[config.mk]
export PLATFORM = sky130hd
export DESIGN_NAME = pic_execute_sequencer
export DESIGN_NICKNAME = d
export VERILOG_FILES = /design/src/rtl/pic_execute_sequencer.sv
export SDC_FILE = /design/constraint.sdc
export NUM_CORES = 1
export LEC_CHECK = 0
export CAP_MARGIN = 20
export CORE_MARGIN = 10
export CORE_UTILIZATION = 44
export DETAILED_ROUTE_END_ITERATION = 10
export GPL_TIMING_DRIVEN = 1
export PLACE_DENSITY_LB_ADDON = 0.2
export SLEW_MARGIN = 20
export SYNTH_ARGS = -nofsm -noshare
export SYNTH_HDL_FRONTEND = slang
export SYNTH_SLANG_ARGS = --single-unit
[constraint.sdc]
create_clock -name clk -period 2.65 [get_ports clk]
set_input_delay 0.53 -clock clk [delete_from_list [all_inputs] [get_ports clk]]
set_output_delay 0.53 -clock clk [all_outputs]
set_load 0.01 [all_outputs]
[src/rtl/pic_execute_sequencer.sv]
// PIC16C5x instruction-cycle sequencer: Q1..Q4 phase generation, Q4 execute-state
// decode, branch/skip pipeline flush and the SLEEP halt/wake sequence.
//
// state      | meaning
// -----------+--------------------------------------------------------------
// Q1..Q3     | first three clocks of an instruction cycle (IR decoded in Q3)
// Q4_*       | execute clock; code selects the write-control action
// Q4_NOP     | flushed cycle or unused encoding; no architectural effect
// EX_SLEEP   | halted after SLEEP, waiting for wakeIn
module pic_execute_sequencer #(
  parameter int INST_WIDTH    = 12,
  parameter int EX_STATE_BITS = 5
) (
  input  logic                     clk,
  input  logic                     rst_n,
  input  logic [INST_WIDTH-1:0]    IR,
  input  logic                     skipCond,
  input  logic                     wakeIn,
  output logic [EX_STATE_BITS-1:0] executeState,
  output logic                     flushOut,
  output logic                     sleepOut
);

  typedef enum logic [4:0] {
    Q1        = 5'd0,
    Q2        = 5'd1,
    Q3        = 5'd2,
    Q4_CLRF   = 5'd3,
    Q4_CLRW   = 5'd4,
    Q4_FSZ    = 5'd5,
    Q4_MOVF   = 5'd6,
    Q4_MOVWF  = 5'd7,
    Q4_BXF    = 5'd8,
    Q4_BTFSX  = 5'd9,
    Q4_CALL   = 5'd10,
    Q4_CLRWDT = 5'd11,
    Q4_GOTO   = 5'd12,
    Q4_MOVLW  = 5'd13,
    Q4_OPTION = 5'd14,
    Q4_RETLW  = 5'd15,
    Q4_SLEEP  = 5'd16,
    Q4_TRIS   = 5'd17,
    Q4_ELSE   = 5'd18,
    Q4_ALUXLW = 5'd19,
    Q4_NOP    = 5'd20,
    EX_SLEEP  = 5'd21
  } ex_state_e;

  ex_state_e   state_q, state_d;
  logic        flush_q, flush_d;
  logic        sleep_q, sleep_d;
  logic [11:0] ir_w;

  assign ir_w = IR[11:0];

  // Priority order matters: the special low encodings must win over the byte-op ranges.
  function automatic ex_state_e decode_ir(input logic [11:0] ir);
    ex_state_e d;
    if (ir == 12'h000)                              d = Q4_NOP;
    else if (ir == 12'h002)                         d = Q4_OPTION;
    else if (ir == 12'h003)                         d = Q4_SLEEP;
    else if (ir == 12'h004)                         d = Q4_CLRWDT;
    else if (ir >= 12'h005 && ir <= 12'h007)        d = Q4_TRIS;
    else if (ir == 12'h001)                         d = Q4_NOP;
    else if (ir >= 12'h041 && ir <= 12'h05F)        d = Q4_NOP;
    else if (ir >= 12'h020 && ir <= 12'h03F)        d = Q4_MOVWF;
    else if (ir == 12'h040)                         d = Q4_CLRW;
    else if (ir >= 12'h060 && ir <= 12'h07F)        d = Q4_CLRF;
    else if (ir[11:6] == 6'b001000)                 d = Q4_MOVF;
    else if (ir[11:6] == 6'b001011 ||
             ir[11:6] == 6'b001111)                 d = Q4_FSZ;
    else if (ir[11:10] == 2'b00)                    d = Q4_ELSE;
    else if (ir[11:9] == 3'b010)                    d = Q4_BXF;
    else if (ir[11:9] == 3'b011)                    d = Q4_BTFSX;
    else if (ir[11:8] == 4'b1000)                   d = Q4_RETLW;
    else if (ir[11:8] == 4'b1001)                   d = Q4_CALL;
    else if (ir[11:9] == 3'b101)                    d = Q4_GOTO;
    else if (ir[11:8] == 4'b1100)                   d = Q4_MOVLW;
    else                                            d = Q4_ALUXLW;
    return d;
  endfunction

  always_comb begin
    state_d = state_q;
    flush_d = flush_q;
    case (state_q)
      Q1: state_d = Q2;
      Q2: state_d = Q3;
      Q3: state_d = flush_q ? Q4_NOP : decode_ir(ir_w);
      Q4_SLEEP: state_d = EX_SLEEP;
      EX_SLEEP: begin
        if (wakeIn) begin
          state_d = Q1;
          flush_d = 1'b1;
        end
      end
      Q4_GOTO, Q4_CALL, Q4_RETLW: begin
        state_d = Q1;
        flush_d = 1'b1;
      end
      Q4_FSZ, Q4_BTFSX: begin
        state_d = Q1;
        flush_d = skipCond;
      end
      Q4_CLRF, Q4_CLRW, Q4_MOVF, Q4_MOVWF, Q4_BXF, Q4_CLRWDT, Q4_MOVLW,
      Q4_OPTION, Q4_TRIS, Q4_ELSE, Q4_ALUXLW, Q4_NOP: begin
        state_d = Q1;
        flush_d = 1'b0;
      end
      // Unused codes recover into a harmless NOP cycle.
      default: begin
        state_d = Q1;
        flush_d = 1'b1;
      end
    endcase
    sleep_d = (state_d == EX_SLEEP);
  end

  always_ff @(posedge clk) begin
    if (!rst_n) begin
      state_q <= Q1;
      flush_q <= 1'b1;
      sleep_q <= 1'b0;
    end else begin
      state_q <= state_d;
      flush_q <= flush_d;
      sleep_q <= sleep_d;
    end
  end

  assign executeState = EX_STATE_BITS'(state_q);
  assign flushOut     = flush_q;
  assign sleepOut     = sleep_q;

endmodule

Yosys cells after proc, flatten, opt, wreduce, memory -nomap -nowiden
Index checks and enable logic that the tools add are counted.
- register bits after elaboration: 7
- bits of input ports: 16
- output and inout bits: 7
- bitwise gates (word level): 1
- reduce and logical (&&, ||, !) cells: 12
- muxes and demuxes: 24
- equality and inequality tests: 34
- order comparisons: 8
- operators by type and width (cell ; number):
    5-bit two-way mux ; 21
    5-bit equality test, second input constant ; 7
    5-bit by 4-bit equality test with 1-bit output, second input constant ; 5
    5-bit one-hot mux with 5 select lines ; 1
    12-bit by 2-bit equality test with 1-bit output, second input constant ; 2
    12-bit by 7-bit greater-or-equal comparator with 1-bit output, second input constant ; 2
    12-bit by 7-bit <= comparator with 1-bit output, second input constant ; 2
    5-bit by 3-bit equality test with 1-bit output, second input constant ; 4
    6-bit by 4-bit equality test with 1-bit output, second input constant ; 3
    12-bit by 1-bit equality test with 1-bit output, second input constant ; 1
    12-bit by 3-bit equality test with 1-bit output, second input constant ; 1
    12-bit by 7-bit equality test with 1-bit output, second input constant ; 1
    4-bit equality test, second input constant ; 3
    12-bit by 3-bit greater-or-equal comparator with 1-bit output, second input constant ; 1
    12-bit by 6-bit greater-or-equal comparator with 1-bit output, second input constant ; 1
    12-bit by 3-bit <= comparator with 1-bit output, second input constant ; 1
    12-bit by 6-bit <= comparator with 1-bit output, second input constant ; 1
    12-bit logical NOT ; 1
    12-bit OR reduction ; 1
    5-bit by 2-bit equality test with 1-bit output, second input constant ; 2
    3-bit by 2-bit equality test with 1-bit output, second input constant ; 2
    5-bit by 1-bit equality test with 1-bit output, second input constant ; 1
    5-bit logical NOT ; 1
    1-bit logical AND ; 4
    other kinds (10) ; 10

Longest topological paths before layout
Gate-level depths: netlist of the first run.
- depth in word-level cells: 23
- depth in mapped cells: 6
- depth with buffers taken out: 5

Worst setup path before layout of the first run
No wires, ideal clock.
- kind: input-to-reg
- from: input port IR[10]
- to: register state_q[4] (netlist: executeState[4])
- setup slack: 658 ps
- required time: 2521 ps
- arrival time: 1863 ps
- buffers on the path: 1
- stages on the path: 6
- library setup time: 129 ps
- path through: buf_6 nor3_1 nand2_1 o41a_1 a311oi_2 nor3_1
- longest elaborated chain between the ends: 22
- elaborated cells between the ends (all ways): 50
- RTL lines (element ; RTL line ; source):
    start: declaration ; 16 ; input logic [INST_WIDTH-1:0] IR,
    4-bit equality test ; 78 ; else if (ir[11:8] == 4'b1100) d = Q4_MOVLW;
    5-bit two-way mux ; 78 ;
    5-bit two-way mux ; 77 ; else if (ir[11:9] == 3'b101) d = Q4_GOTO;
    5-bit two-way mux ; 76 ; else if (ir[11:8] == 4'b1001) d = Q4_CALL;
    5-bit two-way mux ; 75 ; else if (ir[11:8] == 4'b1000) d = Q4_RETLW;
    5-bit two-way mux ; 74 ; else if (ir[11:9] == 3'b011) d = Q4_BTFSX;
    5-bit two-way mux ; 73 ; else if (ir[11:9] == 3'b010) d = Q4_BXF;
    5-bit two-way mux ; 72 ; else if (ir[11:10] == 2'b00) d = Q4_ELSE;
    (+6 left out) ; n/a ;
    5-bit two-way mux ; 64 ; else if (ir == 12'h001) d = Q4_NOP;
    5-bit two-way mux ; 63 ; else if (ir >= 12'h005 && ir <= 12'h007) d = Q4_TRIS;
    5-bit two-way mux ; 62 ; else if (ir == 12'h004) d = Q4_CLRWDT;
    5-bit two-way mux ; 61 ; else if (ir == 12'h003) d = Q4_SLEEP;
    5-bit two-way mux ; 60 ; else if (ir == 12'h002) d = Q4_OPTION;
    5-bit two-way mux * ; 59 ; if (ir == 12'h000) d = Q4_NOP;
    5-bit two-way mux * ; 89 ; Q3: state_d = flush_q ? Q4_NOP : decode_ir(ir_w);
    5-bit one-hot mux with 5 select lines * ; 86 ; case (state_q)
    end signal: assignment ; 125 ; state_q <= state_d;
    end: declaration ; 49 ; ex_state_e state_q, state_d;
Mark *: on every way between the ends. The rest lies on a longest branch, timed or not.
A chain may end at the register's enable or synchronous reset.

Worst setup path in the final report of the first run
- from: input port IR[11]
- to: register sleep_q (netlist: sleepOut)
- longest elaborated chain between the ends: 23
- elaborated cells between the ends (all ways): 51
- RTL lines (element ; RTL line ; source):
    4-bit equality test ; 78 ;
    5-bit two-way mux ; 78 ;
    5-bit two-way mux ; 77 ;
    5-bit two-way mux ; 76 ;
    5-bit two-way mux ; 75 ;
    5-bit two-way mux ; 74 ;
    5-bit two-way mux ; 73 ;
    5-bit two-way mux ; 72 ;
    (+7 left out) ; n/a ;
    5-bit two-way mux ; 63 ;
    5-bit two-way mux ; 62 ;
    5-bit two-way mux ; 61 ;
    5-bit two-way mux ; 60 ;
    5-bit two-way mux * ; 59 ;
    5-bit two-way mux * ; 89 ;
    5-bit one-hot mux with 5 select lines * ; 86 ;
    5-bit equality test * ; 116 ; sleep_d = (state_d == EX_SLEEP);
    end signal: assignment ; 127 ; sleep_q <= sleep_d;
    end: declaration ; 51 ; logic sleep_q, sleep_d;
Marked as above.

==> flow_metrics.env, run 1 <==
export IMPL_yosysWarnings=0
export IMPL_crit_path_start="IR[11]"
export IMPL_drt_pass1_iterations=4
export IMPL_synthCells=103
export IMPL_grt_max_degree=15
export IMPL_finalCoreUtilization_pct=65.0
export IMPL_max_freq_mhz=442
export IMPL_max_stage_delay_ns=0.54
export IMPL_avgRoutedWirePerCell_um=15.4
export IMPL_num_io_pins=23
export IMPL_antenna_found_initial=0
export IMPL_ys_ff_latch=7
export IMPL_path_depth=6
export IMPL_drc_errors=0
export IMPL_cp_num_buf_inv=1
export IMPL_start_util_pct=48.0
export IMPL_post_cts_buffers=0
export IMPL_die_w_um=61.2
export IMPL_synthTopCellsByCount="nor2_1, a21oi_1, dfxtp_1, nor3_1, o21ai_0"
export IMPL_r2r_cells=5
export IMPL_rows=14
export IMPL_synth_area_top_cells="dfxtp_1, nor2_1, nor4_2"
export IMPL_area_growth_syn_to_layout_pct=35.5
export IMPL_cp_end_kind="flop"
export IMPL_setup_viol=0
export IMPL_ant_nets=0
export IMPL_n_fill_cell=129
export IMPL_worstMarginPinSlew_ns=0.437
export IMPL_synth_top_area_share_pct=18.7
export IMPL_layout_nets=144
export IMPL_finalHoldViolCount=0
export IMPL_drive_gt1_share_pct=9.45
export IMPL_cts_inserted_buffers=3
export IMPL_syn_avg_cell_area_um2=7.26
export IMPL_relSlewSlack_pct=70.8
export IMPL_cts_num_sinks=7
export IMPL_totalWireLength_um=2210
export IMPL_power_static_leakage_nw=0.352
export IMPL_synth_most_common_cell="nor2_1"
export IMPL_crit_arrival_ns=2.41
export IMPL_crit_path_end="sleepOut"
export IMPL_path_max_fanout=8
export IMPL_synthArstFlopShare_pct=0
export IMPL_cts_root_buffer="clkbuf_4"
export IMPL_vdd_drop_max_mv=0.454
export IMPL_path_class="input pin to flop"
export IMPL_place_gp_congestion=0.881
export IMPL_slowest_stage="clkdlybuf4s50_1"
export IMPL_hold_buffers=0
export IMPL_antenna_diode_count=0
export IMPL_yosysUniqueCellTypes=41
export IMPL_clk_insertion_delay_late_ns=0.24
export IMPL_crit_family="simple AND/OR/NAND/NOR gates"
export IMPL_cp_start_kind="input pin"
export IMPL_hold_path_depth=2
export IMPL_p_per_area_nw_per_um2=659
export IMPL_worstPathRequired_ns=2.80
export IMPL_viasPerCell=6.15
export IMPL_yosys_area_top_type="dfxtp_1"
export IMPL_clkTransAtPathRegs_ns=0.05
export IMPL_core_um2=1560
export IMPL_hpwl_um=1740
export IMPL_final_cells=143
export IMPL_grt_pass1_vias=796
export IMPL_layout_min_cycle_time_ns=2.26
export IMPL_synth_ff_type="dfxtp_1"
export IMPL_path_cells="clkdlybuf4s50_1 > nor4_2 > or3b_1 > o211a_1 > a31o_1 > nor4_2"
export IMPL_vias=880
export IMPL_r2r_start="executeState[4]"
export IMPL_fin_hold_ws_ns=0.616
export IMPL_place_inst=139
export IMPL_port_buffers=22
export IMPL_maxCapViolations=0
export IMPL_yosysSeqAreaShare_pct=18.7
export IMPL_grt_overflow_total=0
export IMPL_hp_class="flop to flop"
export IMPL_status="finished clean"
export IMPL_cts_tree="built"
export IMPL_rsz0062_at_grt="false"
export IMPL_h_tree_depth=1
export IMPL_timing_final_crit_share_pct=85.3
export IMPL_cts_resized=0
export IMPL_drtIter0Drc=36
export IMPL_crit_top_cell="nor4_2"
export IMPL_slew_viol_final=0
export IMPL_syn_area_um2=748
export IMPL_r2r_end="sleepOut"
export IMPL_syn_num_nets=119
export IMPL_setup_tns_ns=0
export IMPL_die_area_um2=3750
export IMPL_skew_ns=0.00432
export IMPL_synth_edf_count=0
export IMPL_grt_pass1_wl_um=3530
export IMPL_grtUsageTotal_pct=11.6
export IMPL_rrSetupSlack_ns=0.91
export IMPL_die_y_um=61.2
export IMPL_cts_buffer_depth=2
## report_power, final
group / total [mW] / switching [mW] / internal, mW / leakage [nW]
sequential: 0.206 / 0.0708 / 0.135 / 0.0571
combinational: 0.370 / 0.183 / 0.187 / 0.280
clock: 0.0922 / 0.0350 / 0.0572 / 0.0150
## per-stage QoR
stage               worst slack [ns]  instance area, um2  power, mW
floorplan                      0.658                 748      0.431
global placement               0.146                 987      0.560
detailed placement             0.154                 987      0.569
CTS                            0.397                1010      0.666
global route                   0.304                1010      0.717
finish                         0.389                1010      0.668
## cell usage in the layout (no fill, tap or decap), drive strengths merged, types with 2 or more instances in the layout
cell            n
a21oi           7
a2bb2oi         2
a31oi           3
a41oi           2
and2            2
and3b           2
buf             4
clkbuf          4
clkdlybuf4s50  22
dfxtp           7
inv             4
nand2           4
nand2b          2
nand3           2
nand3b          2
nand4           4
nor2           14
nor3            7
nor3b           2
nor4            3
o211a           2
o21ai           7
## sequential cells by signal, summed over array words and instances, names as in the netlist
| signal | flops |
|---|---|
| executeState | 5 |
| flushOut | 1 |
| sleepOut | 1 |
## how the worst min path moves through the flow
| stage | from | endpoint | slack (ns) |
|---|---|---|---|
| final | flushOut | flushOut | 0.62 |
| after global routing | flushOut | flushOut | 0.67 |
| after CTS | flushOut | flushOut | 0.62 |
| after detailed placement | flushOut | flushOut | 0.61 |
| after global placement | flushOut | flushOut | 0.58 |
| after floorplan | flushOut | flushOut | 0.59 |
## worst min-delay path, stage by stage, from the launching register on
cell     delay (ns)
dfxtp_1        0.35
nor3_1         0.07
o21ai_0        0.16
## layout make-up
class	count	area, um2	share of cell area, %
clock buffers	4	26.3	2.59
inverters	4	15.0	1.48
multi-input cells	86	562	55.4
flip-flops and latches	7	140	13.8
well taps	16	20.0	1.98
repair buffers	26	250	24.7
## logic make-up after synthesis
kind of cell / after synthesis / share of synthesized area [%]
buf+inv: 10 / 6.19
mux: 2 / 2.84
xor+xnor: 1 / 1.17
compound gates: 33 / 31.6
fa+ha+maj: 1 / 1.34
simple gates: 49 / 38.1
flops: 7 / 18.7
## layer usage
| metal | global-route usage [%] | vias up | part of all wire (%) |
|---|---|---|---|
| met3 | 2.26 | 2 | 6.5 |
| met5 | 0 | - | 0 |
| met2 | 19.1 | 32 | 47 |
| met1 | 15.4 | 401 | 46 |
| li1 | - | 445 | - |
| met4 | 1.95 | 0 | 0.27 |
(Power assumes the default switching activity.)
==> run 2: changes to the inputs <==
- ABC_AREA: not set -> 1
- CAP_MARGIN: 20 -> 10
==> flow_metrics.env, run 2 <==
export IMPL_final_cell_mix="nand2_1, nor2_1, inv_1"
export IMPL_timing_final_crit_share_pct=69.0
export IMPL_grt_pass1_wl_um=3200
export IMPL_ant_nets=0
export IMPL_synth_top_area_share_pct=18.5
export IMPL_cts_resized=0
export IMPL_totalWireLength_um=1870
export IMPL_cts_tree="built"
export IMPL_max_freq_mhz=547
export IMPL_skew_ns=0.00350
export IMPL_syn_num_nets=160
export IMPL_rsz0062_at_grt="false"
export IMPL_grtUsageTotal_pct=10.4
export IMPL_vdd_drop_max_mv=0.308
export IMPL_die_y_um=61.4
export IMPL_hp_class="flop to flop"
export IMPL_post_cts_buffers=0
export IMPL_cp_start_kind="input pin"
export IMPL_port_buffers=22
export IMPL_core_um2=1560
export IMPL_synthMuxAreaShare_pct=0
export IMPL_largest_reg_flops=5
export IMPL_yosysWarnings=0
export IMPL_worstPathRequired_ns=2.79
export IMPL_setup_tns_ns=0
export IMPL_final_setup_worst_slack_ns=0.823
export IMPL_yosysSeqAreaShare_pct=18.5
export IMPL_layout_nets=187
export IMPL_drtIter0Drc=23
export IMPL_drc_errors=0
export IMPL_yosys_area_share_adder_pct=0
export IMPL_layout_min_cycle_time_ns=1.83
export IMPL_antenna_found_initial=0
export IMPL_synthXorXnorAreaFrac_pct=0
export IMPL_maxCapViolations=0
export IMPL_synth_ff_type="dfxtp_1"
export IMPL_yosys_area_share_simple_pct=57.9
export IMPL_antenna_diode_count=0
export IMPL_avgRoutedWirePerCell_um=10.0
export IMPL_cts_buffer_depth=2
export IMPL_crit_arrival_ns=1.96
export IMPL_power_static_leakage_nw=0.495
export IMPL_cts_num_sinks=7
export IMPL_grt_overflow_total=0
export IMPL_h_tree_depth=1
export IMPL_die_w_um=61.4
export IMPL_synth_area_top_cells="dfxtp_1, nand2_1, nor2_1"
export IMPL_synthTopCellsByCount="nand2_1, nor2_1, inv_1"
export IMPL_worstMarginPinSlew_ns=0.353
export IMPL_hpwl_um=1640
export IMPL_path_class="input pin to flop"
export IMPL_cts_inserted_buffers=3
export IMPL_post_place_ws_ns=0.552
export IMPL_synth_top_family_by_area="simple AND/OR/NAND/NOR gates"
export IMPL_die_area_um2=3780
export IMPL_grt_max_degree=8
export IMPL_synth_most_common_cell="nand2_1"
export IMPL_hold_buffers=0
export IMPL_cp_end_kind="flop"
export IMPL_rows=14
export IMPL_clkTransAtPathRegs_ns=0.05
export IMPL_vias=948
export IMPL_synth_compound_area_share_pct=10.6
export IMPL_drive_gt1_share_pct=7.65
export IMPL_layout_commonest_cell="nand2_1"
export IMPL_yosysUniqueCellTypes=20
export IMPL_synth_edf_count=0
export IMPL_grt_pass1_vias=826
export IMPL_yosys_area_top_type="dfxtp_1"
export IMPL_area_growth_syn_to_layout_pct=35.3
export IMPL_relSlewSlack_pct=76.2
export IMPL_setup_viol=0
export IMPL_synthArstFlopShare_pct=0
export IMPL_syn_avg_cell_area_um2=5.25
export IMPL_viasPerCell=5.10
export IMPL_drt_pass1_iterations=4
export IMPL_p_per_area_nw_per_um2=364
export IMPL_place_gp_congestion=0.850
export IMPL_finalHoldViolCount=0
export IMPL_ys_ff_latch=7
export IMPL_start_util_pct=48.5
export IMPL_cts_root_buffer="clkbuf_4"
export IMPL_syn_area_um2=756
export IMPL_slew_viol_final=0
export IMPL_clk_insertion_delay_late_ns=0.25
export IMPL_path_max_fanout=6
export IMPL_status="finished clean"
export IMPL_num_io_pins=23
export IMPL_synthCells=144
==> run 2: cell types whose count changed in the layout (fill, tap and decap cells not counted), moves of 3 or more <==
cell / before / now
nand2_1: 4 / 35
buf_4: 4 / 0
nor2_4: 0 / 3
inv_1: 4 / 24
nor4_2: 3 / 0
nor2_1: 14 / 31
nand3_1: 2 / 17
a31oi_1: 3 / 0
nor3_1: 7 / 1
==> run 2: through the flow <==
stage          cell area, um2  hold slack (ns)  cells  total power, mW  util [%]
6_report                 1020            0.601    186            0.372      65.6
5_1_grt                  1020            0.643    186            0.397      65.6
4_1_cts                  1020            0.592    186            0.376      65.6
3_5_place_dp              996            0.584    182            0.278      63.9
3_3_place_gp              996            0.577    182            0.276      63.9
2_1_floorplan             756            0.562    144            0.212         -
==> run 2: path summary, 6_finish.rpt <==
check | slack [ns] | end | startpoint | depth (start not counted)
worst min-delay path | 0.60 | sleepOut | executeState[4] | 2
worst max register to register | 1.34 | executeState[2] | executeState[2] | 5
worst max-delay path | 0.82 | executeState[1] | IR[9] | 10
worst min register to register | 0.60 | sleepOut | executeState[4] | 2
==> run 2: area by class of cell <==
class / count / area (um2)
clock buffers: 4 / 26.3
fillers: 150 / 537
inverters: 26 / 97.6
multi-input cells: 111 / 518
flip-flops and latches: 7 / 140
well taps: 16 / 20.0
repair buffers: 22 / 220
==> run 2: logic make-up after synthesis <==
family,Yosys count
flip-flops,7
buffers and inverters,26
AND/OR/NAND/NOR,96
AO/OA/AOI/OAI,15
==> run 2: power breakdown <==
group	switching (mW)	internal, mW	total (mW)	leakage (nW)
clock	0.0389	0.0574	0.0964	0.0150
combinational	0.0787	0.0699	0.149	0.423
sequential	0.0113	0.116	0.127	0.0571
==> run 2: layer usage <==
layer / vias up / routed length (um) / GRT usage, %
met5: - / 0 / 0
met3: 2 / 97 / 2.26
met1: 420 / 890 / 12.9
met2: 26 / 866 / 17.9
met4: 0 / 11 / 1.91
li1: 500 / - / -
==> run 2: critical path, stage by stage <==
cell             delay, ns
clkdlybuf4s50_1       0.54
nor2_4                0.18
nand2_4               0.08
nor2_4                0.16
nand2_2               0.06
or2_0                 0.19
nand2_1               0.07
nor2_1                0.04
nand2_1               0.05
a21oi_1               0.05
==> run 3: changes to the inputs <==
- clock period: 2.65 -> 1.85 ns (I/O delays scaled with it)
==> flow_metrics.env, run 3 (synthesis gave the netlist of run 2 again) <==
export IMPL_status="finished clean"
export IMPL_finalHoldViolCount=0
export IMPL_antenna_found_initial=0
export IMPL_path_cells="clkdlybuf4s50_1 > nor2_4 > nand2_4 > nor2_4 > nand2_2 > or2_0 > nand2_1 > nor2_1 > nand2_1 > a21oi_1"
export IMPL_viasPerCell=4.92
export IMPL_die_y_um=61.4
export IMPL_post_cts_buffers=0
export IMPL_cts_tree="built"
export IMPL_cp_end_kind="flop"
export IMPL_fin_hold_ws_ns=0.588
export IMPL_hold_buffers=0
export IMPL_hold_path_endpoint="sleepOut"
export IMPL_crit_arrival_ns=1.81
export IMPL_finalPower_uw=558
export IMPL_r2r_end="executeState[4]"
export IMPL_skew_ns=0.000958
export IMPL_n_fill_cell=148
export IMPL_hold_path_depth=2
export IMPL_setup_viol=0
export IMPL_grt_max_degree=8
export IMPL_totalWireLength_um=2040
export IMPL_hpwl_um=1770
export IMPL_layout_commonest_cell="nand2_1"
export IMPL_drive_gt1_share_pct=11.8
export IMPL_final_cell_mix="nand2_1, nor2_1, inv_1"
export IMPL_cts_resized=0
export IMPL_worstHoldStart="executeState[4]"
export IMPL_h_tree_depth=1
export IMPL_worstMarginPinSlew_ns=0.346
export IMPL_ant_nets=0
export IMPL_layout_min_cycle_time_ns=1.67
export IMPL_port_buffers=22
export IMPL_finalCoreUtilization_pct=69.4
export IMPL_multi_input_area_um2=518
export IMPL_rows=14
export IMPL_final_setup_worst_slack_ns=0.182
export IMPL_crit_family="simple AND/OR/NAND/NOR gates"
export IMPL_slew_viol_final=0
export IMPL_die_w_um=61.4
export IMPL_relSlewSlack_pct=76.7
export IMPL_stdcell_area_um2=1080
export IMPL_grtUsageTotal_pct=12.0
export IMPL_r2r_cells=6
export IMPL_start_util_pct=48.5
export IMPL_path_max_fanout=6
export IMPL_path_class="input pin to flop"
export IMPL_avgRoutedWirePerCell_um=10.5
export IMPL_area_growth_syn_to_layout_pct=43.2
export IMPL_vdd_drop_max_mv=0.287
export IMPL_cts_buffer_depth=2
export IMPL_vias=954
export IMPL_hp_class="flop to flop"
export IMPL_cp_start_kind="input pin"
export IMPL_largest_reg_flops=5
export IMPL_timing_final_crit_share_pct=90.1
export IMPL_max_freq_mhz=600
export IMPL_placed_area_um2=1060
export IMPL_layout_nets=195
export IMPL_num_io_pins=23
export IMPL_slowest_stage="clkdlybuf4s50_1"
export IMPL_rrSetupSlack_ns=0.54
export IMPL_drc_errors=0
export IMPL_die_area_um2=3780
export IMPL_r2r_start="executeState[0]"
export IMPL_drt_pass1_iterations=4
export IMPL_post_place_ws_ns=-0.0667
export IMPL_crit_path_start="IR[10]"
export IMPL_clk_insertion_delay_late_ns=0.26
export IMPL_clkTransAtPathRegs_ns=0.06
export IMPL_worstPathRequired_ns=1.99
export IMPL_rsz0062_at_grt="false"
export IMPL_grt_overflow_total=0
export IMPL_p_per_area_nw_per_um2=516
export IMPL_cts_root_buffer="clkbuf_4"
export IMPL_grt_pass1_vias=908
export IMPL_seqCellArea_um2=140
export IMPL_place_gp_congestion=0.877
export IMPL_antenna_diode_count=0
export IMPL_cts_num_sinks=7
export IMPL_core_um2=1560
export IMPL_grt_pass1_wl_um=3550
export IMPL_cp_num_buf_inv=1
export IMPL_maxCapViolations=0
export IMPL_max_stage_delay_ns=0.53
export IMPL_power_static_leakage_nw=0.535
export IMPL_drtIter0Drc=9
export IMPL_cts_inserted_buffers=3
[run 3: cell types whose count changed in the layout (fill, tap and decap cells not counted)]
cell   delta
buf_4     +8
[run 3: routing by layer]
metal  track usage (%)  vias to the layer above  routed length (um)
met5                 0                        -                   0
met4              5.41                        0                  16
met3              3.91                        2                  93
met2              20.7                       19                1010
li1                  -                      516                   -
met1              13.0                      417                 918
[run 3: cell type report]
| cell class | count | share of cell area, % |
|---|---|---|
| Multi-Input combinational cell | 111 | 47.9 |
| Clock buffer | 4 | 2.43 |
| Timing Repair Buffer | 30 | 25.9 |
| Sequential cell | 7 | 12.9 |
| Inverter | 26 | 9.02 |
| Tap cell | 16 | 1.85 |
[run 3: worst reg2reg max path: stages (launching register included)]
cell and delay (ns):
dfxtp_1 0.38, inv_1 0.07, nor2_1 0.17, nand3_1 0.12
nor3_2 0.17, o21ai_0 0.17, a21oi_1 0.17
[run 3: power by group]
part	internal, mW	switching (mW)
clock network	0.0829	0.0661
logic	0.111	0.117
registers	0.166	0.0154
total	0.359	0.199
[run 3: worst max-delay path by stage]
stage	cells after the start	endpoint	slack [ns]
after floorplan	9	executeState[1]	0.54
after global placement	10	executeState[1]	-0.03
after detailed placement	10	executeState[1]	-0.07
after CTS	10	executeState[1]	0.17
after global routing	10	executeState[1]	0.07
final	10	executeState[1]	0.18
[run 3: per-stage QoR]
stage / cells / setup TNS (ns)
floorplan: 144 / 0
global placement: 190 / -0.0373
detailed placement: 190 / -0.119
CTS: 194 / 0
global route: 194 / 0
finish: 194 / 0
==> patch: new RTL, settings of run 2 <==
Change the parameter `EX_STATE_BITS` from 5 to 7.
--- a/src/rtl/pic_execute_sequencer.sv
+++ b/src/rtl/pic_execute_sequencer.sv
@@ -9,7 +9,7 @@
 // EX_SLEEP   | halted after SLEEP, waiting for wakeIn
 module pic_execute_sequencer #(
   parameter int INST_WIDTH    = 12,
-  parameter int EX_STATE_BITS = 5
+  parameter int EX_STATE_BITS = 7
 ) (
   input  logic                     clk,
   input  logic                     rst_n,
Ports: changed (resized executeState); port bits go from 23 to 25. No check against the original RTL was run, so the function may have changed too.
==> patch against run 2 <==
- critical path depth did not move
- clock power rose by 1%
- die area rose by 1.7%
- largest cell class unchanged
- area after synthesis rose by 2.5%
- final area rose by 0.86%
- critical endpoint is now state_q[1]$_SDFF_PN0_
- global-route usage fell by 0.28 points
- wire length fell by 1.9%
- power rose by 0.40%
- sequential cell count did not move
- worst setup slack got worse by 0.034 ns
==> patch: results (changes against run 2) <==
Route:
- The count of routing violations after the opening detailed-route iteration is 18 (-22%).
- The routed metal-1 wirelength is 799 µm (-10%).
- The average via count per standard cell is 4.852 (-4.8%).
- The met3 wire length came to 94 µm (-3.1%).
- The sum of met2 wire segment lengths after detailed routing is 902 µm (+4.2%).
- The post-detailed-routing wire length is 1831 µm (-1.9%).

Critical path:
- The maximum fanout along the worst path is 6 (unchanged).
- In this run the worst setup path terminates at state_q[1]$_SDFF_PN0_.
- The cell count of the worst reg-to-reg path came to 6 (+1).
- The startpoint identified for the worst register-to-register timing path is state_q[0]$_SDFF_PN0_.
- The reg-to-reg critical path endpoint is state_q[2]$_SDFF_PN0_.
- The data arrival time of the critical path came to 2.00 ns (+0.04 ns).
- The register-to-register setup slack is 1.33 ns.
- The origin of the worst setup path is IR[10].

GRT:
- The number of antenna violations at the first check in global routing is 0 (unchanged).
- The total routing usage reported by global routing came to 10.08% (-0.28 points).
- The number of global-route vias before repair was 812 (-1.7%).
- The wire length of the first global-routing pass came to 3001 µm (-6.2%).

Power and ir drop:
- The static leakage is 0.5013 nW (+1.3%).
- The worst vdd rail ir drop is 0.0002140 V (-31%).

Cells and area:
- The share of layout cells above drive strength 1 is 7.558% (-0.089 points).
- The number of flip-flops in the largest register is 5 (unchanged).
- The number of diodes is 0 (unchanged).
- The number of inserted filler cells in the final layout is 171 (+14%).
- The final layout net count is 189 (+1.1%).

Placed design:
- The placed cell area is 0.001005 mm² (+0.88%).
- The HPWL reported at the end of detailed placement is 1653 µm (+0.50%).
- The port buffer count is 22 (unchanged).
- The final weighted congestion in routability-driven placement is 0.8074 (-5.0%).

Run status:
- The flow ran to the end, and the final reports show no timing, DRC or antenna violations.

Yosys:
- The distinct cell type count after synthesis is 22 (+10%).
- The sequential-to-total area share from yosys stat is 18.09% (-0.45 points).
- For this run, the leading register cell type out of synthesis is sky130_fd_sc_hd__dfxtp_1.
- In the post-synthesis netlist, the biggest area contributors are sky130_fd_sc_hd__dfxtp_1, sky130_fd_sc_hd__nand2_1, sky130_fd_sc_hd__nor2_1, sky130_fd_sc_hd__inv_1, sky130_fd_sc_hd__nand3_1.

Worst hold path:
- The worst hold path begins at state_q[4]$_SDFF_PN0_.

Clocking:
- The buffer levels on the longest clock path came to 2 (unchanged).

STA:
- The maximum clock skew at final layout was 0.001338 ns (-0.002158 ns).
## patch: power breakdown
part	switching [W]	leakage (nW)	internal, W
Clock	0.0000400	0.0150	0.0000575
Combinational	0.0000803	0.429	0.0000700
Sequential	0.00000989	0.0571	0.000116
## patch: worst min-delay path by stage
stage                     endpoint  slack, ns  cells past startpoint
2_1_floorplan  sleepOut$_SDFF_PN0_       0.56                      2
3_3_place_gp   sleepOut$_SDFF_PN0_       0.57                      2
3_5_place_dp   sleepOut$_SDFF_PN0_       0.57                      2
4_1_cts        sleepOut$_SDFF_PN0_       0.58                      2
5_1_grt        sleepOut$_SDFF_PN0_       0.63                      2
6_report       sleepOut$_SDFF_PN0_       0.57                      2
## patch: metrics by stage
step / worst slack [ns] / hold slack [ns] / power, W / cells
6_report: 0.7886 / 0.5685 / 0.0003735 / 189
5_1_grt: 0.6633 / 0.6316 / 0.0004047 / 189
4_1_cts: 0.7854 / 0.5777 / 0.0003755 / 189
3_5_place_dp: 0.5240 / 0.5732 / 0.0002793 / 185
3_3_place_gp: 0.5979 / 0.5661 / 0.0002773 / 185
2_1_floorplan: 1.177 / 0.5615 / 0.0002151 / 148
## patch: cells by family after synthesis
group	count (synthesis)	share of synthesized area (%)
AOI/OAI and AO/OA	15	10.34
buffers and inverters	28	14.54
DFF	7	18.09
other	1	0.4842
and+or+nand+nor	96	56.54
## patch: critical path, stage by stage
cell                              delay [ns]
sky130_fd_sc_hd__clkdlybuf4s50_1        0.54
sky130_fd_sc_hd__nor2_4                 0.21
sky130_fd_sc_hd__nand2_4                0.08
sky130_fd_sc_hd__nor2_4                 0.17
sky130_fd_sc_hd__nand2_2                0.06
sky130_fd_sc_hd__or2_0                  0.19
sky130_fd_sc_hd__nand2_1                0.06
sky130_fd_sc_hd__nor2_1                 0.04
sky130_fd_sc_hd__nand2_1                0.05
sky130_fd_sc_hd__a21oi_1                0.06
## patch: area by class of cell
cell class | count | area (µm²) | share of cell area [%]
multi-input combinational | 113 | 525.5 | 50.97
timing repair buffer | 22 | 220.2 | 21.36
sequential | 7 | 140.1 | 13.59
inverter | 26 | 97.59 | 9.466
clock buffer | 4 | 26.28 | 2.549
tap | 17 | 21.27 | 2.063
## patch: layer usage
layer  vias to the layer above  global-route usage, %
li1                        504                      -
met1                       384                  11.07
met2                        25                  17.11
met3                         4                  2.236
met4                         0                  6.369
met5                         -                      0
